==> src/rtl/hazard_ctrl.sv <==
`default_nettype none
// ============================================================================
// Module      : hazard_ctrl
// Description : Pipeline sequencer for the 5-stage core. Each cycle it decides
//               whether PC, IF2ID, ID2EXE and EXE2MEM advance, hold or are
//               flushed. It handles load-use / RAW stalls, taken-branch
//               flushes and data-memory wait stalls, and keeps saturating
//               stall/flush performance counters.
// Ports       : clk, rst_n (async, active-low)
//               i_id_src1/2, i_id_src2_valid  - ID-stage source registers
//               i_exe_dest/_wb_en/_mem_r_en   - ID2EXE destination info
//               i_exe_br_taken                - branch resolved taken in EXE
//               i_mem_dest/_wb_en             - EXE2MEM destination info
//               i_mem_busy                    - data memory not ready
//               i_cnt_clr                     - clear perf counters
//               o_*_en / o_*_flush            - register advance / bubble
//               o_state_out, o_mem_timeout, o_stall_cnt, o_flush_cnt
// Revision    : 1.0 - initial release
// ============================================================================
module hazard_ctrl #(
   parameter int FWD_EN            = 1,
   parameter int BR_PENALTY        = 1,
   parameter int MAX_WAIT          = 16,
   parameter int CNT_W             = 16,
   parameter int REG_FILE_ADDR_LEN = 5
) (
   input  logic                         clk,
   input  logic                         rst_n,
   input  logic [REG_FILE_ADDR_LEN-1:0] i_id_src1,
   input  logic [REG_FILE_ADDR_LEN-1:0] i_id_src2,
   input  logic                         i_id_src2_valid,
   input  logic [REG_FILE_ADDR_LEN-1:0] i_exe_dest,
   input  logic                         i_exe_wb_en,
   input  logic                         i_exe_mem_r_en,
   input  logic                         i_exe_br_taken,
   input  logic [REG_FILE_ADDR_LEN-1:0] i_mem_dest,
   input  logic                         i_mem_wb_en,
   input  logic                         i_mem_busy,
   input  logic                         i_cnt_clr,
   output logic                         o_pc_en,
   output logic                         o_if2id_en,
   output logic                         o_id2exe_en,
   output logic                         o_exe2mem_en,
   output logic                         o_if2id_flush,
   output logic                         o_id2exe_flush,
   output logic [1:0]                   o_state_out,
   output logic                         o_mem_timeout,
   output logic [CNT_W-1:0]             o_stall_cnt,
   output logic [CNT_W-1:0]             o_flush_cnt
);

   localparam logic [1:0] S_RUN      = 2'd0;
   localparam logic [1:0] S_BR_FLUSH = 2'd1;
   localparam logic [1:0] S_MEM_WAIT = 2'd2;

   localparam int BR_W   = (BR_PENALTY > 1) ? $clog2(BR_PENALTY) : 1;
   localparam int WAIT_W = $clog2(MAX_WAIT + 1);

   localparam logic [BR_W-1:0]   c_br_init   = BR_W'(BR_PENALTY - 1);
   localparam logic [BR_W-1:0]   c_br_one    = BR_W'(1);
   localparam logic [WAIT_W-1:0] c_wait_one  = WAIT_W'(1);
   localparam logic [WAIT_W-1:0] c_wait_last = WAIT_W'(MAX_WAIT - 1);
   localparam logic [WAIT_W-1:0] c_wait_max  = WAIT_W'(MAX_WAIT);
   localparam logic              c_multi_br  = (BR_PENALTY > 1);
   localparam logic              c_no_fwd    = (FWD_EN == 0);

   logic [1:0]        r_state;
   logic [1:0]        r_ret_state;
   logic [BR_W-1:0]   r_br_cnt;
   logic [WAIT_W-1:0] r_wait_cnt;
   logic              r_timeout;
   logic [CNT_W-1:0]  r_stall_cnt;
   logic [CNT_W-1:0]  r_flush_cnt;

   logic       w_exe_match;
   logic       w_mem_match;
   logic       w_hz;
   logic [1:0] w_eff_state;
   logic       w_br_event;
   logic       w_pc_en;
   logic       w_if2id_en;
   logic       w_id2exe_en;
   logic       w_exe2mem_en;
   logic       w_if2id_flush;
   logic       w_id2exe_flush;

   // ---------------------------------------------------------------------
   // Hazard detection
   // ---------------------------------------------------------------------
   assign w_exe_match = (i_exe_dest != '0) &&
                        ((i_exe_dest == i_id_src1) ||
                         (i_id_src2_valid && (i_exe_dest == i_id_src2)));
   assign w_mem_match = (i_mem_dest != '0) &&
                        ((i_mem_dest == i_id_src1) ||
                         (i_id_src2_valid && (i_mem_dest == i_id_src2)));

   // Load-use always stalls; without forwarding any in-flight writer does.
   assign w_hz = (i_exe_wb_en && i_exe_mem_r_en && w_exe_match) ||
                 (c_no_fwd && ((i_exe_wb_en && w_exe_match) ||
                               (i_mem_wb_en && w_mem_match)));

   // When the memory wait ends, the cycle behaves as the interrupted state.
   assign w_eff_state = (r_state == S_MEM_WAIT) ? r_ret_state : r_state;

   // ---------------------------------------------------------------------
   // Enables / flushes (zero latency)
   // ---------------------------------------------------------------------
   always_comb begin
      w_pc_en        = 1'b0;
      w_if2id_en     = 1'b0;
      w_id2exe_en    = 1'b0;
      w_exe2mem_en   = 1'b0;
      w_if2id_flush  = 1'b0;
      w_id2exe_flush = 1'b0;
      w_br_event     = 1'b0;
      if (!rst_n) begin
         w_if2id_flush  = 1'b1;
         w_id2exe_flush = 1'b1;
      end else if (!i_mem_busy) begin
         w_pc_en      = 1'b1;
         w_if2id_en   = 1'b1;
         w_id2exe_en  = 1'b1;
         w_exe2mem_en = 1'b1;
         case (w_eff_state)
            S_BR_FLUSH: begin
               w_if2id_flush  = 1'b1;
               w_id2exe_flush = 1'b1;
            end
            default: begin
               if (i_exe_br_taken) begin
                  // Branch beats a hazard: the stalled ID instruction is squashed anyway.
                  w_if2id_flush  = 1'b1;
                  w_id2exe_flush = 1'b1;
                  w_br_event     = 1'b1;
               end else if (w_hz) begin
                  w_pc_en        = 1'b0;
                  w_if2id_en     = 1'b0;
                  w_id2exe_flush = 1'b1;
               end
            end
         endcase
      end
   end

   // ---------------------------------------------------------------------
   // State machine
   // ---------------------------------------------------------------------
   always_ff @(posedge clk or negedge rst_n) begin
      if (!rst_n) begin
         r_state     <= S_RUN;
         r_ret_state <= S_RUN;
         r_br_cnt    <= '0;
         r_wait_cnt  <= '0;
         r_timeout   <= 1'b0;
      end else if (i_mem_busy) begin
         if (r_state != S_MEM_WAIT) begin
            r_ret_state <= r_state;
            r_wait_cnt  <= c_wait_one;
            r_state     <= S_MEM_WAIT;
         end else begin
            if (r_wait_cnt == c_wait_last) begin
               r_timeout <= 1'b1;
            end
            if (r_wait_cnt != c_wait_max) begin
               r_wait_cnt <= r_wait_cnt + c_wait_one;
            end
         end
      end else begin
         r_wait_cnt <= '0;
         case (w_eff_state)
            S_BR_FLUSH: begin
               r_br_cnt <= r_br_cnt - c_br_one;
               r_state  <= (r_br_cnt == c_br_one) ? S_RUN : S_BR_FLUSH;
            end
            default: begin
               if (w_br_event && c_multi_br) begin
                  r_state  <= S_BR_FLUSH;
                  r_br_cnt <= c_br_init;
               end else begin
                  r_state <= S_RUN;
               end
            end
         endcase
      end
   end

   // ---------------------------------------------------------------------
   // Saturating performance counters; clear wins over increment
   // ---------------------------------------------------------------------
   always_ff @(posedge clk or negedge rst_n) begin
      if (!rst_n) begin
         r_stall_cnt <= '0;
         r_flush_cnt <= '0;
      end else if (i_cnt_clr) begin
         r_stall_cnt <= '0;
         r_flush_cnt <= '0;
      end else begin
         if (!w_pc_en && (r_stall_cnt != '1)) begin
            r_stall_cnt <= r_stall_cnt + 1'b1;
         end
         if (w_br_event && (r_flush_cnt != '1)) begin
            r_flush_cnt <= r_flush_cnt + 1'b1;
         end
      end
   end

   assign o_pc_en        = w_pc_en;
   assign o_if2id_en     = w_if2id_en;
   assign o_id2exe_en    = w_id2exe_en;
   assign o_exe2mem_en   = w_exe2mem_en;
   assign o_if2id_flush  = w_if2id_flush;
   assign o_id2exe_flush = w_id2exe_flush;
   assign o_state_out    = r_state;
   assign o_mem_timeout  = r_timeout;
   assign o_stall_cnt    = r_stall_cnt;
   assign o_flush_cnt    = r_flush_cnt;

endmodule
`default_nettype wire

==> config.mk <==
export PLATFORM = sky130hd
export DESIGN_NAME = hazard_ctrl
export DESIGN_NICKNAME = d
export VERILOG_FILES = /design/src/rtl/hazard_ctrl.sv
export SDC_FILE = /design/constraint.sdc
export NUM_CORES = 1
export LEC_CHECK = 0
export CAP_MARGIN = 40
export CORE_AREA = 2 2 55 96
export DETAILED_ROUTE_END_ITERATION = 6
export DIE_AREA = 0 0 57 98
export PLACE_DENSITY = 0.9
export SYNTH_ARGS = -nofsm -noshare
export SYNTH_HDL_FRONTEND = slang
export SYNTH_SLANG_ARGS = --single-unit
==> constraint.sdc <==
create_clock -name clk -period 4 [get_ports clk]
set_input_delay 1.2 -clock clk [delete_from_list [all_inputs] [get_ports clk]]
set_output_delay 1.2 -clock clk [all_outputs]
set_load 0.02 [all_outputs]
==> results of run 1 <==
-- repair_timing --
action                                  CTS  global route
pin swaps                                 2             1
endpoints found under the setup margin    3             3
resized for setup                        17             4
buffers inserted                          0             1
-- critical path, delay by kind of cell --
kind	cells	cell delay, ns
buf+inv	3	0.76
compound gates	2	0.35
simple gates	2	0.45
-- cell usage in the layout (no fill, tap or decap), drive strengths merged, types with 4 or more instances in the layout --
master and n:
xnor2 13, or4 6, nor2 28, or3 4, inv 7, nand4 9
buf 18, nor4 6, nand3 17, nor2b 6, clkbuf 6, o21ai 7
dfrtp 43, o31ai 5, and3 4, clkdlybuf4s50 56, nor3 5, nand2 15
a21oi 15, ha 5, xor2 16
-- worst max path at each step --
stage                        startpoint              to  cells after the start
final                     i_exe_dest[4]      o_if2id_en                      7
after floorplan           i_exe_dest[1]         o_pc_en                      5
after global placement    i_exe_dest[1]         o_pc_en                      6
after global routing      i_exe_dest[4]      o_if2id_en                      7
after detailed placement  i_exe_dest[1]      o_if2id_en                      6
after CTS                 i_exe_dest[4]  o_id2exe_flush                      8
-- state kept, by name (all words and copies together), names as in the netlist --
register,count
o_flush_cnt,16
o_mem_timeout,1
o_stall_cnt,16
o_state_out,2
r_br_cnt,1
r_ret_state,2
r_wait_cnt,5
-- cells by family after synthesis --
family,synth area share
AND/OR/NAND/NOR,0.248
adder cells (fa/ha/maj),0.0260
flip-flops,0.448
buffers and inverters,0.0406
AO/OA/AOI/OAI,0.104
multiplexers,0.0281
XOR/XNOR,0.106
-- cell type report --
cell class,count,area share
sequential,43,0.334
inverter,7,0.00815
timing repair buffer,77,0.222
clock inverter,1,0.00155
tap,54,0.0210
multi-input combinational,186,0.388
clock buffer,6,0.0256
-- per-stage QoR --
step	TNS (ns)	hold WS, ns
5_1_grt	-0.131	0.474
6_report	0	0.445
3_3_place_gp	-1.32	0.418
2_1_floorplan	0	0.413
3_5_place_dp	-1.47	0.436
4_1_cts	0	0.445
-- power groups by stage --
stage	sequential, W	combinational, W	clock, W
6_report	0.000452	0.000121	0.000277
5_1_grt	0.000454	0.000132	0.000304
4_1_cts	0.000452	0.000119	0.000284
3_5_place_dp	0.000461	0.000121	0
3_3_place_gp	0.000460	0.000117	0
2_1_floorplan	0.000464	0.0000532	0
-- per-layer routing --
metal | GRT usage | vias to the layer above | wire length, µm
met3 | 0.0397 | 12 | 242
met5 | 0 | - | 0
li1 | - | 1021 | -
met2 | 0.388 | 47 | 3180
met4 | 0.0877 | 0 | 140
met1 | 0.230 | 998 | 2010
==> results_dict.tcl, run 1 <==
set metrics [dict create \
    status "complete, no violations" \
    yosys-top-cells-area "dfrtp_1 (45%), xor2_1 (5.8%), xnor2_1 (4.7%), nor2_1 (4.4%), nand3_1 (3.5%)" \
    finalMaxSlewViolations 0 \
    cts_root_buffer "clkbuf_8" \
    diodes 0 \
    cts_hold_buf 0 \
    ys_ff_latch 43 \
    grt_max_degree 43 \
    holdCritPathClass "reg -> reg" \
    intPower_w 0.000639 \
    drc 0 \
    ant_nets 0 \
    path_clk_slew_ns 0.08 \
    seq_area_mm2 0.00108 \
    synthCells 250 \
    numPortBuffers 63 \
    syn_nets 284 \
    endpoint_kind "output pin" \
    grt_pass1_vias 2097 \
    ir_drop_mv 0.319 \
    p_sw_w 0.000211 \
    initialDrtViolationCount 46 \
    layout.nets 354 \
    critical_path_class "in -> out" \
    ys_types 44 \
    place_area_mm2 0.00312 \
    seqPwrFrac 0.532 \
    rsz0062_at_grt "true" \
    worst_slack_ns 0.0504 \
    nFillCells 406 \
    r2r_cells 8 \
    post-route-util 0.665 \
    worst_ep_required_time_ns 2.80 \
    dp_slack_ns -0.534 \
    yosys.area.top_type_share 0.448 \
    swShare 0.248 \
    instances_no_fill 374 \
    num_rows 34 \
    post-route-period-util 0.987 \
    cpMostUsedCell "buf_4" \
    chipWidth_um 57 \
    via_per_inst 5.56 \
    r2r_setup_slack_ns 1.49 \
    fin_area_mm2 0.00322 \
    totalPowerFinal_w 0.000850 \
    synth_ff_type "dfrtp_1" \
    powerDensity_mw_per_mm2 264 \
    cp-start-kind "primary input" \
    synth_edf_count 0 \
    h-tree-depth 2 \
    overflow 0 \
    area_delta_synth_final_pct 34.2 \
    die_y_um 98 \
    fin_skew_ns 0.00557 \
    grt_usage 0.211 \
    setup_violations 0 \
    hold-path-endpoint "o_state_out[0]$_DFFE_PN0N_" \
    pwr-share-comb 0.142 \
    routabilityCongestion 0.815 \
    cts_tree "done" \
    worstPathMaxFanout 2 \
    crit_path_top_delay_cell "clkdlybuf4s50_1" \
    cts_buffer_depth 2 \
    clock_latency_ns 0.29 \
    yosysWarnings 0 \
    cp_data_arrival_time_ns 2.75 \
    yosysMostFrequentCell "dfrtp_1" \
    synth_area_mm2 0.00240 \
    die_area_mm2 0.00559 \
    clock_power_share 0.326 \
    synth_top_cell_by_area "dfrtp_1" \
    final.min_clock_period_ns 3.95 \
    holdCritStartpoint "r_br_cnt$_DFFE_PN0P_" \
    yosysSeqAreaShare 0.448 \
    worstPathCellList "clkdlybuf4s50_1 > or4_1 > o211ai_1 > buf_4 > nor2b_4 > a21boi_1 > buf_4" \
    firstDrtPassIters 4 \
    drive_gt1_frac 0.113 \
    dr_total_vias 2078 \
    multi_input_area_mm2 0.00125 \
    max_freq_mhz 253 \
    final-hold-violation-count 0 \
    tightestPinTransition_ns 0.659 \
    slew_headroom 0.561 \
    leakagePower_nw 1.35 \
    grt_pass1_wl_um 9430 \
    reg2reg_from "o_stall_cnt[0]$_DFFE_PN0P_" \
    netlist_top_cells_count "dfrtp_1 (43), nor2_1 (28), nand3_1 (17), xor2_1 (16), nand2_1 (15)" \
    antenna_found_initial 0 \
    min_path_cells 1 \
    cts_num_sinks 43 \
    pin_count 70 \
    drt-total-wl_um 5570 \
    critical_path.max_stage_delay_ns 0.43 \
    core_mm2 0.00485 \
    dpl.cell_count 366 \
    synthArstFlopShare 1.00 \
    post_drt_wl_per_cell_um 14.9 \
    dpl.hpwl_um 4230 \
    numCtsBuffers 5 \
    initial_core_util 0.495 \
    syn-mean-instance-area_um2 9.61 \
    worstReg2RegEnd "o_stall_cnt[8]$_DFFE_PN0P_" \
    maxCapViolations 0 \
]
No activity file was read; power rests on OpenSTA's default activity.
==> inputs of run 2 (changes only) <==
Settings changed: ABC_AREA set to 1, CORE_AREA 2 2 55 96 to 2 2 58 101, DIE_AREA 0 0 57 98 to 0 0 60 103, PLACE_DENSITY 0.9 to 0.91.
==> results_dict.tcl, run 2 <==
set metrics [dict create \
    cts_num_sinks 43 \
    synth.mux.area_fraction 0 \
    r2r_cells 8 \
    core_mm2 0.00545 \
    synth_fa_ha_area_frac 0.0225 \
    tightestPinTransition_ns 0.620 \
    cts_root_buffer "clkbuf_8" \
    post_drt_wl_per_cell_um 12.2 \
    synthCells 383 \
    grt_pass1_vias 2498 \
    yosys.area_share.simple 0.368 \
    antenna_found_initial 0 \
    via_per_inst 5.19 \
    diodes 0 \
    final_common_cell "nand2_1" \
    intPower_w 0.000627 \
    chipWidth_um 60 \
    cp_data_arrival_time_ns 2.67 \
    rsz0062_at_grt "false" \
    clock_power_share 0.332 \
    min_path_cells 1 \
    initialDrtViolationCount 177 \
    multi_input_area_mm2 0.00144 \
    place_area_mm2 0.00348 \
    p_sw_w 0.000222 \
    cts_setup_buffers 0 \
    cts_buffer_depth 2 \
    max_freq_mhz 259 \
    maxCapViolations 0 \
    status "complete, no violations" \
    drive_gt1_frac 0.0826 \
    area_delta_synth_final_pct 28.1 \
    seq_area_mm2 0.00108 \
    leakagePower_nw 1.72 \
    final-hold-violation-count 0 \
    syn_nets 417 \
    grt_pass1_wl_um 10500 \
    fin_area_mm2 0.00356 \
    ir_drop_mv 0.129 \
    synth_area_mm2 0.00278 \
    overflow 0 \
    pwr-share-comb 0.140 \
    die_y_um 103 \
    dp_slack_ns -0.175 \
    worst_slack_ns 0.132 \
    ys_ff_latch 43 \
    routabilityCongestion 0.932 \
    drc 0 \
    setup_violations 0 \
    critical_path_class "in -> out" \
    worst_ep_required_time_ns 2.80 \
    cp-start-kind "primary input" \
    grt_usage 0.217 \
    seqPwrFrac 0.528 \
    fin_skew_ns 0.00517 \
    slew_headroom 0.584 \
    swShare 0.261 \
    clock_latency_ns 0.29 \
    cts_tree "done" \
    netlist_top_cells_count "nand2_1 (98), nor2_1 (49), inv_1 (46), dfrtp_1 (43), nand3_1 (41)" \
    yosys-top-cells-area "dfrtp_1 (39%), nand2_1 (13%), nand3_1 (7.4%), nor2_1 (6.6%), inv_1 (6.2%)" \
    final_cell_mix "nand2_1 (98), clkdlybuf4s50_1 (58), nor2_1 (49)" \
    numCtsBuffers 5 \
    pin_count 70 \
    synth_top_family_by_area "simple AND/OR/NAND/NOR gates" \
    yosysMostFrequentCell "nand2_1" \
    nFillCells 468 \
    layout.nets 482 \
    synth_top_cell_by_area "dfrtp_1" \
    finalMaxSlewViolations 0 \
    yosysWarnings 0 \
    final.min_clock_period_ns 3.87 \
    grt_max_degree 44 \
    die_area_mm2 0.00618 \
    drt-total-wl_um 6380 \
    synthArstFlopShare 1.00 \
    yosys.area.top_type_share 0.387 \
    firstDrtPassIters 4 \
    ys_types 37 \
    path_clk_slew_ns 0.07 \
    synth_ff_type "dfrtp_1" \
    dpl.hpwl_um 4840 \
    yosysSeqAreaShare 0.387 \
    worstPathMaxFanout 2 \
    synth_compound_area_frac 0.0594 \
    syn-mean-instance-area_um2 7.26 \
    num_rows 36 \
    post-route-period-util 0.967 \
    synth_edf_count 0 \
    cts_hold_buf 0 \
    holdCritPathClass "reg -> reg" \
    powerDensity_mw_per_mm2 238 \
    synth_xor_area_frac 0.0661 \
    endpoint_kind "output pin" \
    initial_core_util 0.510 \
    h-tree-depth 2 \
    dr_total_vias 2721 \
    numPortBuffers 63 \
    r2r_setup_slack_ns 1.96 \
    ant_nets 0 \
]
[run 2: worst max-delay path, stage by stage]
cell             delay (ns)
clkdlybuf4s50_1        0.49
nor2_1                 0.07
o21ai_1                0.18
buf_4                  0.14
clkdlybuf4s50_1        0.59
[run 2: kinds of logic (layout without fill, tap and decap cells)]
logic type,Yosys count,in the layout
XOR/XNOR,21,21
buffers and inverters,64,129
AND/OR/NAND/NOR,224,224
adder cells (fa/ha/maj),5,5
flip-flops,43,43
AO/OA/AOI/OAI,26,26
[run 2: layer usage]
| layer | vias up | share of wire | GRT usage |
|---|---|---|---|
| met2 | 85 | 0.55 | 0.398 |
| met3 | 10 | 0.039 | 0.0326 |
| met1 | 1274 | 0.40 | 0.243 |
| met4 | 0 | 0.013 | 0.0803 |
| met5 | - | 0 | 0 |
| li1 | 1352 | - | - |
[run 2: cell type report]
cell class,instances,share of cell area
Clock inverter,1,0.00140
Inverter,51,0.0537
Multi-Input combinational cell,276,0.403
Clock buffer,6,0.0232
Timing Repair Buffer,71,0.190
Sequential cell,43,0.302
Tap cell,76,0.0267
[run 2: final timing paths]
check	start	to
setup / recovery	i_exe_br_taken	o_if2id_flush
hold / removal	r_br_cnt$_DFFE_PN0P_	o_state_out[0]$_DFFE_PN0N_
setup reg to reg	o_flush_cnt[0]$_DFFE_PN0P_	o_flush_cnt[12]$_DFFE_PN0P_
hold reg to reg	r_br_cnt$_DFFE_PN0P_	o_state_out[0]$_DFFE_PN0N_
max in group asynchronous	rst_n	o_stall_cnt[1]$_DFFE_PN0P_
min in group asynchronous	rst_n	o_flush_cnt[11]$_DFFE_PN0P_
[run 2: through the flow]
stage | total power [W] | hold WS [ns] | TNS (ns) | std cells | util
2_1_floorplan | 0.000516 | 0.423 | 0 | 383 | -
3_3_place_gp | 0.000573 | 0.429 | -0.399 | 517 | 0.639
3_5_place_dp | 0.000577 | 0.441 | -0.495 | 517 | 0.639
4_1_cts | 0.000854 | 0.453 | 0 | 524 | 0.655
5_1_grt | 0.000890 | 0.487 | 0 | 524 | 0.654
6_report | 0.000848 | 0.449 | 0 | 524 | 0.654
[run 2: timing repair]
action / 4_1_cts / 5_1_grt
endpoints found under the setup margin: 3 / 4
gates resized for setup: 3 / 7
cloned: 0 / 0
[run 2: power groups by stage]
stage	Clock, W	Combinational, W	Sequential (W)
2_1_floorplan	0	0.0000568	0.000459
3_3_place_gp	0	0.000118	0.000456
3_5_place_dp	0	0.000121	0.000456
4_1_cts	0.000287	0.000120	0.000447
5_1_grt	0.000309	0.000133	0.000448
6_report	0.000282	0.000119	0.000448
==> inputs of run 3 (changes only) <==
Settings changed: GPL_TIMING_DRIVEN set to 0, REMOVE_ABC_BUFFERS set to 1.
==> results_dict.tcl, run 3 (synthesis results as in run 2) <==
set metrics [dict create \
    fin_skew_ns 0.0186 \
    numCtsBuffers 5 \
    final.min_clock_period_ns 3.87 \
    area_delta_synth_final_pct 28.8 \
    worst_ep_required_time_ns 2.80 \
    nFillCells 454 \
    cts_num_sinks 43 \
    cts_hold_buf 0 \
    die_area_mm2 0.00618 \
    status "complete, no violations" \
    pin_count 70 \
    layout.nets 477 \
    finalMaxSlewViolations 0 \
    cts_tree "done" \
    grt_pass1_vias 2638 \
    drc 0 \
    initialDrtViolationCount 102 \
    crit_family "buffers and inverters" \
    core_mm2 0.00545 \
    endpoint_kind "output pin" \
    cp_data_arrival_time_ns 2.67 \
    num_rows 36 \
    dpl.hpwl_um 4900 \
    grt_max_degree 36 \
    cpMostUsedCell "nand2_1" \
    path_clk_slew_ns 0.08 \
    final_cell_mix "nand2_1 (98), clkdlybuf4s50_1 (56), nor2_1 (49)" \
    critical_path.max_stage_delay_ns 0.53 \
    via_per_inst 5.30 \
    maxCapViolations 0 \
    setup_violations 0 \
    dr_total_vias 2756 \
    ir_drop_mv 0.201 \
    fin_tns_setup_ns 0 \
    critical_path_class "in -> out" \
    ant_nets 0 \
    multi_input_area_mm2 0.00145 \
    post-route-period-util 0.968 \
    totalPowerFinal_w 0.000868 \
    antenna_found_initial 0 \
    initial_core_util 0.510 \
    clock_latency_ns 0.31 \
    cts_buffer_depth 2 \
    crit_path_top_delay_cell "clkdlybuf4s50_1" \
    worstPathMaxFanout 3 \
    hold_ws_ns 0.458 \
    slew_headroom 0.594 \
    grt_pass1_wl_um 11000 \
    powerDensity_mw_per_mm2 242 \
    post-route-util 0.657 \
    max_freq_mhz 258 \
    h-tree-depth 2 \
    overflow 0 \
    post_drt_wl_per_cell_um 12.6 \
    diodes 0 \
    numPortBuffers 63 \
    rsz0062_at_grt "false" \
    holdCritPathClass "reg -> reg" \
    cts_root_buffer "clkbuf_8" \
    cp-start-kind "primary input" \
    routabilityCongestion 0.872 \
    grt_usage 0.229 \
    die_y_um 103 \
    final-hold-violation-count 0 \
    final_common_cell "nand2_1" \
    tightestPinTransition_ns 0.605 \
    worstPathCellList "clkdlybuf4s50_1 > inv_2 > nand2_1 > nand2_1 > nor2_1 > nand3_1 > nand2_1 > a31o_2 > dlygate4sd2_1" \
    drt-total-wl_um 6570 \
    chipWidth_um 60 \
    seq_area_mm2 0.00108 \
    leakagePower_nw 1.73 \
    firstDrtPassIters 4 \
    crit_buf_inv 3 \
    drive_gt1_frac 0.0766 \
]
run 3: final timing paths:
| check | startpoint | to | slack [ns] | cells past startpoint |
|---|---|---|---|---|
| min | r_br_cnt$_DFFE_PN0P_ | o_state_out[0]$_DFFE_PN0N_ | 0.46 | 1 |
| max | i_exe_dest[3] | o_id2exe_flush | 0.13 | 9 |
| min reg2reg | r_br_cnt$_DFFE_PN0P_ | o_state_out[0]$_DFFE_PN0N_ | 0.46 | 1 |
| min in group asynchronous | rst_n | o_stall_cnt[7]$_DFFE_PN0P_ | 0.76 | 1 |
| max reg2reg | o_flush_cnt[0]$_DFFE_PN0P_ | o_flush_cnt[14]$_DFFE_PN0P_ | 1.96 | 8 |
| max in group asynchronous | rst_n | o_state_out[1]$_DFFE_PN0N_ | 2.81 | 2 |
run 3: area by class of cell:
| class | instances | area share |
|---|---|---|
| multi-input cells | 276 | 0.403 |
| flip-flops and latches | 43 | 0.300 |
| repair buffers | 66 | 0.189 |
| inverters | 51 | 0.0534 |
| well taps | 76 | 0.0265 |
| clock buffers | 6 | 0.0231 |
| clock inverters | 2 | 0.00454 |
run 3: power by group:
group	total, W	switching [W]	internal (W)
Sequential	0.000447	0.00000755	0.000440
Clock	0.000301	0.000160	0.000141
Combinational	0.000119	0.0000680	0.0000512
run 3: timing repair:
item | 4_1_cts | 5_1_grt
endpoints found under the setup margin | 3 | 4
setup buffers | 1 | 0
pin swaps | 1 | 0
resized for setup | 5 | 8
run 3: stage by stage:
stage	cell area (µm²)	setup WS (ns)	cells
after floorplan	2700	0.557	370
after global placement	3430	-1.75	509
after detailed placement	3470	-0.497	511
after CTS	3580	0.0268	520
after global routing	3580	0.0162	520
final	3580	0.128	520
run 3: per-layer routing:
metal	vias up	wire length (µm)	global-route usage
met1	1291	2430	0.248
li1	1356	-	-
met3	16	350	0.0439
met2	93	3590	0.411
met4	0	200	0.116
met5	-	0	0
run 3: worst reg2reg max path: stages, from the launching register on:
cell and delay [ns]:
dfrtp_1 0.43, ha_1 0.24, nand3_1 0.13, inv_2 0.06, nand2_1 0.11, nor2_2 0.07
nor3_4 0.46, nor2_4 0.17, o31ai_1 0.28
